File: config.mk
export PLATFORM = sky130hd
export DESIGN_NAME = xcorr_fft_ctrl
export DESIGN_NICKNAME = d
export VERILOG_FILES = /design/src/rtl/xcorr_fft_ctrl.sv
export SDC_FILE = /design/constraint.sdc
export NUM_CORES = 1
export LEC_CHECK = 0
export ABC_CLOCK_PERIOD_IN_PS = 4700
export BUFFER_PORTS_ARGS = -buffer_cell sky130_fd_sc_hd__buf_2
export CAP_MARGIN = 40
export CORE_MARGIN = 3
export CORE_UTILIZATION = 53
export DETAILED_ROUTE_END_ITERATION = 10
export GPL_ROUTABILITY_DRIVEN = 0
export HOLD_SLACK_MARGIN = 0.15
export PLACE_DENSITY = 0.77
export SYNTH_ARGS = -nofsm -noshare
export SYNTH_HDL_FRONTEND = slang
export SYNTH_SLANG_ARGS = --single-unit
export TNS_END_PERCENT = 20
File: constraint.sdc
create_clock -name clk -period 4.7 [get_ports clk]
set_input_delay 0.235 -clock clk [delete_from_list [all_inputs] [get_ports clk]]
set_output_delay 0.235 -clock clk [all_outputs]
set_load 0.03 [all_outputs]
File: src/rtl/xcorr_fft_ctrl.sv
// xcorr_fft_ctrl
// Framing, run-time configuration and output conditioning between the I/Q
// sample stream and an AXI-Stream FFT core in the cross-correlation path.
//
// Ports
//   clk, rst            clock, asynchronous active-high reset
//   ival / iready       input sample handshake, data_i/data_q signed IN_W
//   cfg_load/cfg_log2n/ pulse that latches a pending frame size/direction,
//   cfg_fwd             applied at the next frame boundary
//   c_conf_*            core config channel, tdata = {2'b0, fwd, log2n}
//   c_din_*             core input channel, tdata = {Q,I} sign-extended to CORE_W
//   c_dout_*            core output channel (no backpressure), tuser = exponent
//   odata_i/odata_q     saturated, shifted core output, registered
//   oexp/oval/osop/oeop registered exponent, valid, start/end of frame
//   err_len             one-cycle pulse on an output frame length mismatch
//   sat_flag            sticky saturation indicator, cleared only by rst
//
// Assumes CORE_W > IN_W, OUT_W <= CORE_W and CFIFO_DEPTH a power of 2 (>= 2).
module xcorr_fft_ctrl #(
    parameter int IN_W        = 12,
    parameter int CORE_W      = 16,
    parameter int OUT_W       = 12,
    parameter int OUT_LSB     = 0,
    parameter int DEF_LOG2N   = 10,
    parameter int MIN_LOG2N   = 3,
    parameter int MAX_LOG2N   = 12,
    parameter int CFIFO_DEPTH = 4
) (
    input  logic                  clk,
    input  logic                  rst,
    input  logic                  ival,
    output logic                  iready,
    input  logic [IN_W-1:0]       data_i,
    input  logic [IN_W-1:0]       data_q,
    input  logic                  cfg_load,
    input  logic [4:0]            cfg_log2n,
    input  logic                  cfg_fwd,
    output logic [7:0]            c_conf_tdata,
    output logic                  c_conf_tvalid,
    input  logic                  c_conf_tready,
    output logic [2*CORE_W-1:0]   c_din_tdata,
    output logic                  c_din_tvalid,
    input  logic                  c_din_tready,
    output logic                  c_din_tlast,
    input  logic [2*CORE_W-1:0]   c_dout_tdata,
    input  logic [7:0]            c_dout_tuser,
    input  logic                  c_dout_tvalid,
    input  logic                  c_dout_tlast,
    output logic [OUT_W-1:0]      odata_i,
    output logic [OUT_W-1:0]      odata_q,
    output logic [7:0]            oexp,
    output logic                  oval,
    output logic                  osop,
    output logic                  oeop,
    output logic                  err_len,
    output logic                  sat_flag
);

    localparam int CNT_W = MAX_LOG2N + 1;
    localparam int AW    = $clog2(CFIFO_DEPTH);
    localparam int OCC_W = AW + 1;
    localparam logic signed [CORE_W-1:0] OMAX = CORE_W'((2 ** (OUT_W - 1)) - 1);
    localparam logic signed [CORE_W-1:0] OMIN = CORE_W'(-(2 ** (OUT_W - 1)));

    typedef enum logic [1:0] {S_CONF, S_STREAM, S_WAITF} state_t;

    function automatic logic [4:0] clamp_log2n(input logic [4:0] v);
        if (v < 5'(MIN_LOG2N)) begin
            return 5'(MIN_LOG2N);
        end else if (v > 5'(MAX_LOG2N)) begin
            return 5'(MAX_LOG2N);
        end
        return v;
    endfunction

    // Returns {saturated, value}.
    function automatic logic [OUT_W:0] sat_conv(input logic [CORE_W-1:0] raw);
        logic signed [CORE_W-1:0] shifted;
        shifted = $signed(raw) >>> OUT_LSB;
        if (shifted > OMAX) begin
            return {1'b1, OMAX[OUT_W-1:0]};
        end else if (shifted < OMIN) begin
            return {1'b1, OMIN[OUT_W-1:0]};
        end
        return {1'b0, shifted[OUT_W-1:0]};
    endfunction

    // ------------------------------------------------------------------
    // Config registers and input-side FSM
    // ------------------------------------------------------------------
    state_t           state_q, state_d;
    logic             run_q;          // low during the first cycle after reset so conf valid starts at 0
    logic [4:0]       act_log2n_q;
    logic             act_fwd_q;
    logic [4:0]       pend_log2n_q;
    logic             pend_fwd_q;
    logic             pend_valid_q;
    logic [CNT_W-1:0] scnt_q, scnt_d;
    logic [CNT_W-1:0] frame_last;
    logic             conf_valid;
    logic             in_stream;
    logic             din_hs;
    logic             frame_end;
    logic             push;
    logic             act_load;

    // FIFO of frame sizes in flight through the core
    logic [4:0]       cfifo_mem [CFIFO_DEPTH];
    logic [AW-1:0]    wr_ptr_q, rd_ptr_q;
    logic [OCC_W-1:0] occ_q;
    logic             fifo_full, fifo_empty;
    logic [4:0]       fifo_head;
    logic             pop_req, pop_ok;

    assign frame_last = (CNT_W'(1) << act_log2n_q) - CNT_W'(1);
    assign fifo_full  = (occ_q == OCC_W'(CFIFO_DEPTH));
    assign fifo_empty = (occ_q == '0);
    assign fifo_head  = cfifo_mem[rd_ptr_q];
    assign pop_ok     = pop_req && !fifo_empty;

    always_comb begin
        state_d    = state_q;
        scnt_d     = scnt_q;
        push       = 1'b0;
        act_load   = 1'b0;
        conf_valid = 1'b0;
        in_stream  = (state_q == S_STREAM);
        din_hs     = in_stream && ival && c_din_tready;
        frame_end  = din_hs && (scnt_q == frame_last);
        case (state_q)
            S_CONF: begin
                conf_valid = run_q;
                if (run_q && c_conf_tready) begin
                    if (!fifo_full) begin
                        push    = 1'b1;
                        state_d = S_STREAM;
                    end else begin
                        state_d = S_WAITF;
                    end
                end
            end
            S_WAITF: begin
                if (!fifo_full) begin
                    push    = 1'b1;
                    state_d = S_STREAM;
                end
            end
            S_STREAM: begin
                if (din_hs) begin
                    if (frame_end) begin
                        scnt_d = '0;
                        if (pend_valid_q) begin
                            act_load = 1'b1;
                            state_d  = S_CONF;
                        end else if (!fifo_full) begin
                            push = 1'b1;
                        end else begin
                            state_d = S_WAITF;
                        end
                    end else begin
                        scnt_d = scnt_q + CNT_W'(1);
                    end
                end
            end
            default: state_d = S_CONF;
        endcase
    end

    always_ff @(posedge clk or posedge rst) begin
        if (rst) begin
            state_q      <= S_CONF;
            run_q        <= 1'b0;
            act_log2n_q  <= 5'(DEF_LOG2N);
            act_fwd_q    <= 1'b1;
            pend_log2n_q <= '0;
            pend_fwd_q   <= 1'b0;
            pend_valid_q <= 1'b0;
            scnt_q       <= '0;
        end else begin
            state_q <= state_d;
            run_q   <= 1'b1;
            scnt_q  <= scnt_d;
            if (act_load) begin
                act_log2n_q <= pend_log2n_q;
                act_fwd_q   <= pend_fwd_q;
            end
            // A load in the same cycle as the boundary becomes the next pending config.
            if (cfg_load) begin
                pend_log2n_q <= clamp_log2n(cfg_log2n);
                pend_fwd_q   <= cfg_fwd;
                pend_valid_q <= 1'b1;
            end else if (act_load) begin
                pend_valid_q <= 1'b0;
            end
        end
    end

    assign c_conf_tvalid = conf_valid;
    assign c_conf_tdata  = conf_valid ? {2'b00, act_fwd_q, act_log2n_q} : 8'h00;
    assign iready        = in_stream && c_din_tready;
    assign c_din_tvalid  = in_stream && ival;
    assign c_din_tlast   = in_stream && ival && (scnt_q == frame_last);
    assign c_din_tdata   = in_stream ?
        {{(CORE_W-IN_W){data_q[IN_W-1]}}, data_q, {(CORE_W-IN_W){data_i[IN_W-1]}}, data_i} : '0;

    // ------------------------------------------------------------------
    // Frame-length FIFO
    // ------------------------------------------------------------------
    always_ff @(posedge clk) begin
        if (push) begin
            cfifo_mem[wr_ptr_q] <= act_log2n_q;
        end
    end

    always_ff @(posedge clk or posedge rst) begin
        if (rst) begin
            wr_ptr_q <= '0;
            rd_ptr_q <= '0;
            occ_q    <= '0;
        end else begin
            if (push) begin
                wr_ptr_q <= wr_ptr_q + AW'(1);
            end
            if (pop_ok) begin
                rd_ptr_q <= rd_ptr_q + AW'(1);
            end
            case ({push, pop_ok})
                2'b10:   occ_q <= occ_q + OCC_W'(1);
                2'b01:   occ_q <= occ_q - OCC_W'(1);
                default: occ_q <= occ_q;
            endcase
        end
    end

    // ------------------------------------------------------------------
    // Output conditioning and length check
    // ------------------------------------------------------------------
    logic [CNT_W-1:0] ocnt_q, ocnt_d;
    logic [CNT_W-1:0] ocnt_inc;
    logic [CNT_W-1:0] exp_len;
    logic             err_d;
    logic [OUT_W:0]   conv_i, conv_q;
    logic [OUT_W-1:0] odata_i_q, odata_q_q;
    logic [7:0]       oexp_q;
    logic             oval_q, osop_q, oeop_q, err_len_q, sat_flag_q;
    logic             sop_pend_q;

    assign ocnt_inc = ocnt_q + CNT_W'(1);
    assign exp_len  = CNT_W'(1) << fifo_head;
    assign conv_i   = sat_conv(c_dout_tdata[CORE_W-1:0]);
    assign conv_q   = sat_conv(c_dout_tdata[2*CORE_W-1:CORE_W]);

    always_comb begin
        pop_req = 1'b0;
        err_d   = 1'b0;
        ocnt_d  = ocnt_q;
        if (c_dout_tvalid) begin
            if (c_dout_tlast) begin
                pop_req = 1'b1;
                ocnt_d  = '0;
                err_d   = fifo_empty || (ocnt_inc != exp_len);
            end else if (!fifo_empty && (ocnt_inc == exp_len)) begin
                // Expected length reached without tlast: realign on the next beat.
                pop_req = 1'b1;
                ocnt_d  = '0;
                err_d   = 1'b1;
            end else begin
                ocnt_d = ocnt_inc;
            end
        end
    end

    always_ff @(posedge clk or posedge rst) begin
        if (rst) begin
            ocnt_q     <= '0;
            odata_i_q  <= '0;
            odata_q_q  <= '0;
            oexp_q     <= '0;
            oval_q     <= 1'b0;
            osop_q     <= 1'b0;
            oeop_q     <= 1'b0;
            err_len_q  <= 1'b0;
            sat_flag_q <= 1'b0;
            sop_pend_q <= 1'b1;
        end else begin
            ocnt_q    <= ocnt_d;
            oval_q    <= c_dout_tvalid;
            err_len_q <= err_d;
            if (c_dout_tvalid) begin
                odata_i_q  <= conv_i[OUT_W-1:0];
                odata_q_q  <= conv_q[OUT_W-1:0];
                oexp_q     <= c_dout_tuser;
                oeop_q     <= c_dout_tlast;
                osop_q     <= sop_pend_q;
                sop_pend_q <= c_dout_tlast;
                if (conv_i[OUT_W] || conv_q[OUT_W]) begin
                    sat_flag_q <= 1'b1;
                end
            end else begin
                osop_q <= 1'b0;
                oeop_q <= 1'b0;
            end
        end
    end

    assign odata_i  = odata_i_q;
    assign odata_q  = odata_q_q;
    assign oexp     = oexp_q;
    assign oval     = oval_q;
    assign osop     = osop_q;
    assign oeop     = oeop_q;
    assign err_len  = err_len_q;
    assign sat_flag = sat_flag_q;

endmodule

==> run_results.csv <==
group,metric,value,unit
outcome,status,"complete, no violations",
sta,drv_slew,0,
drt,post_drt_wl_per_cell,15.6,um
global_route,antenna_found_initial,0,
clock_tree,cts_inserted_buffers,9,
worst_hold_path,min_path_cells,3,
final_layout,area_growth,21.0,%
critical_path,r2r_end,"occ_q[2]",
critical_path,start_kind,"flop",
worst_hold_path,min_from,"c_dout_tdata[1]",
drt,via_per_inst,5.49,
floorplan,row_count,37,
synthesis,synth-simple-area-share,0.194,
floorplan,fp.dieArea,0.0121,mm2
sta,max_freq,235,MHz
sta,finalSetupViolCount,0,
synthesis,synth_top_family_by_area,"simple AND/OR/NAND/NOR gates",
global_route,grt_pass1_vias,4507,
sta,fin_crit,4.26,ns
sta,finClkSkew,0.0109,ns
synthesis,synth_top_area_share,0.361,
flow_run,drv_cap,0,
critical_path,end_kind,"flop",
sta,fin_tns_setup,0,ns
synthesis,synth_mux_area_frac,0.0635,
sta,final.period_utilization,0.905,
clock_tree,cts_tree,"yes",
synthesis,ys_seq_area_frac,0.483,
sta,max_slew_margin,0.401,
sta,worstMarginPinSlew,0.896,ns
synthesis,yosysMostFrequentCell,"dfrtp_1",
global_route,grt_max_degree,69,
clock_tree,h-tree-depth,3,
drt,drcViolationCount,0,
final_layout,final_cells,877,
worst_hold_path,hold_class,"input port to flop",
placed_design,place_area,0.00657,mm2
critical_path,required,4.99,ns
global_route,grt_use_total,0.217,
power,ir_drop,0.000270,V
placed_design,io_buffers,156,
final_layout,diodes,0,
final_layout,design_area,0.00697,mm2
final_layout,drive_gt1_frac,0.289,
floorplan,die_width,110,um
drt,vias,4816,
sta,rsz0062_at_grt,"false",
critical_path,rr_startpoint,"rd_ptr_q[0]",
power,powerDensity,489,mW/mm2
sta,final_hold_viol_count,0,
synthesis,syn_area_per_cell,9.89,um2
placed_design,place_inst,841,
synthesis,syn_inst,582,
synthesis,synth-async-reset-ratio,0.813,
final_layout,fin_nets,824,
critical_path,r2r.worst_path.cells,14,
synthesis,synth_area_leaders,"dfrtp_1, edfxtp_1, a21oi_1, nor2_1, and2_1",
worst_hold_path,holdPathEnd,"odata_i[1]",
synthesis,synth_ff_type,"dfrtp_1",
drt,highest_layer,"met4",
synthesis,ys_seq_elements,107,
drt,drt_first_pass_iters,4,
clock_tree,cts_setup_buffers,0,
floorplan,die_h,110,um
global_route,overflow,0,
synthesis,synthesis.area,0.00576,mm2
critical_path,worstPathArrival,4.55,ns
critical_path,critical_path_class,"flop to flop",
synthesis,synth_compound_area_frac,0.131,
floorplan,fp.coreArea,0.0105,mm2
synthesis,synthTopCellsByCount,"dfrtp_1, nor2_1, a21oi_1, and2_1, nand2_1",
floorplan,initial_utilization,0.550,
power,leakagePower,0.00313,uW
synthesis,yosysWarnings,0,
clock_tree,clock_latency,0.36,ns
clock_tree,cts.path.max_buffers,2,
synthesis,synth_xor_area_frac,0.0517,
drt,detail-route-antenna-nets,0,
critical_path,rrSetupSlack,0.44,ns
global_route,grt_pass1_wl,20.7,mm
synthesis,synth_top_area_cell,"dfrtp_1",
floorplan,top_level_ports,159,
placed_design,dp_hpwl,10.0,mm
synthesis,yosysUniqueCellTypes,65,
clock_tree,cts_root_buf,"clkbuf_8",
drt,drt-total-wl,13.7,mm
clock_tree,cts_sinks,107,
drt,drt_iter0_markers,271,
clock_tree,cts.reportedPaths.clkPinSlew,0.10,ns
critical_path,path_max_fanout,11,
synthesis,yosys.area_share.adder,0.0230,
drt,met1Wirelength,5.76,mm
synthesis,synth_edf_count,20,
drt,met3_length,712,um
drt,wl_met2,6.85,mm
logic make-up (layout without fill, tap and decap cells):
family | count (synthesis) | after routing
AND/OR/NAND/NOR | 214 | 214
multiplexers | 28 | 28
other | 2 | 3
XOR/XNOR | 34 | 34
flip-flops | 107 | 107
buffers and inverters | 66 | 224
adder cells (fa/ha/maj) | 10 | 10
AO/OA/AOI/OAI | 121 | 121
layer usage:
metal	vias up	track usage
li1	2333	-
met1	2299	0.280
met2	154	0.358
met3	30	0.0501
met4	0	0.0818
met5	-	0
what timing repair did:
action / in CTS / in global routing
endpoints found under the setup margin: 0 / 1
endpoints found under the hold margin: 39 / 0
resized for setup: 0 / 1
hold buffers: 20 / 0
flip-flops by register name, summed over array words and instances, names as in the netlist, 2 cells and up:
name	cells
rd_ptr_q	2
oexp	8
scnt_q	13
odata_i	12
odata_q	12
act_log2n_q	5
occ_q	3
cfifo_mem	20
wr_ptr_q	2
state_q	2
ocnt_q	13
pend_log2n_q	5
critical path: stages, from the launching register on:
cell and delay, ns:
dfrtp_1 0.57, mux4_2 0.67, nand2b_1 0.24, nor4b_2 0.30, xnor2_1 0.14, nor4_2 0.33
nand4_2 0.19, ha_1 0.23, nor3_1 0.35, ha_1 0.26, inv_1 0.06, fa_1 0.37
xor2_1 0.15, nor2_1 0.16, xor2_1 0.17
how the worst max path moves through the flow:
stage	from	to	slack, ns	depth (start not counted)
after floorplan	rd_ptr_q[0]	occ_q[2]	0.92	17
after global placement	rd_ptr_q[0]	occ_q[2]	0.60	15
after detailed placement	rd_ptr_q[0]	occ_q[2]	0.43	14
after CTS	rd_ptr_q[0]	occ_q[2]	0.38	14
after global routing	act_log2n_q[2]	occ_q[2]	0.02	17
final	rd_ptr_q[0]	occ_q[2]	0.44	14
placed cells by master, fill, tap and decap left out, types with 6 or more instances in the layout:
cell type      instances
o22ai_1               10
clkbuf_8               9
nor2b_1                7
nand3_1               12
xnor2_1               20
xor2_1                14
ha_1                   9
and3_1                 9
o21ai_0               17
nand2b_1               7
a21oi_1               56
nor3_1                15
dfrtp_1               83
nor2_1                66
mux2_2                17
nand2_1               34
nand4_1                6
o2bb2ai_1              6
dlygate4sd3_1         20
buf_2                156
inv_1                 24
and2_1                36
edfxtp_1              20
power by group:
group	internal [uW]	total (uW)	switching, uW
Combinational	612	1550	938
Clock	248	558	310
Sequential	1100	1300	199
layout make-up:
class,instances,area (um2)
Multi-Input combinational cell,410,2690
Fill cell,832,3500
Clock inverter,6,63.8
Tap cell,136,170
Inverter,26,98.8
Timing Repair Buffer,182,1040
Sequential cell,107,2780
Clock buffer,10,128
stage by stage:
step	hold WS [ns]	worst slack, ns	utilization	total power (uW)
2_1_floorplan	0.266	0.923	-	2500
3_3_place_gp	0.447	0.603	0.626	2780
3_5_place_dp	0.250	0.429	0.628	2840
4_1_cts	0.152	0.377	0.665	3410
5_1_grt	0.170	0.0177	0.666	3660
6_report	0.167	0.445	0.666	3410
Power figures use the tool's default switching activity.
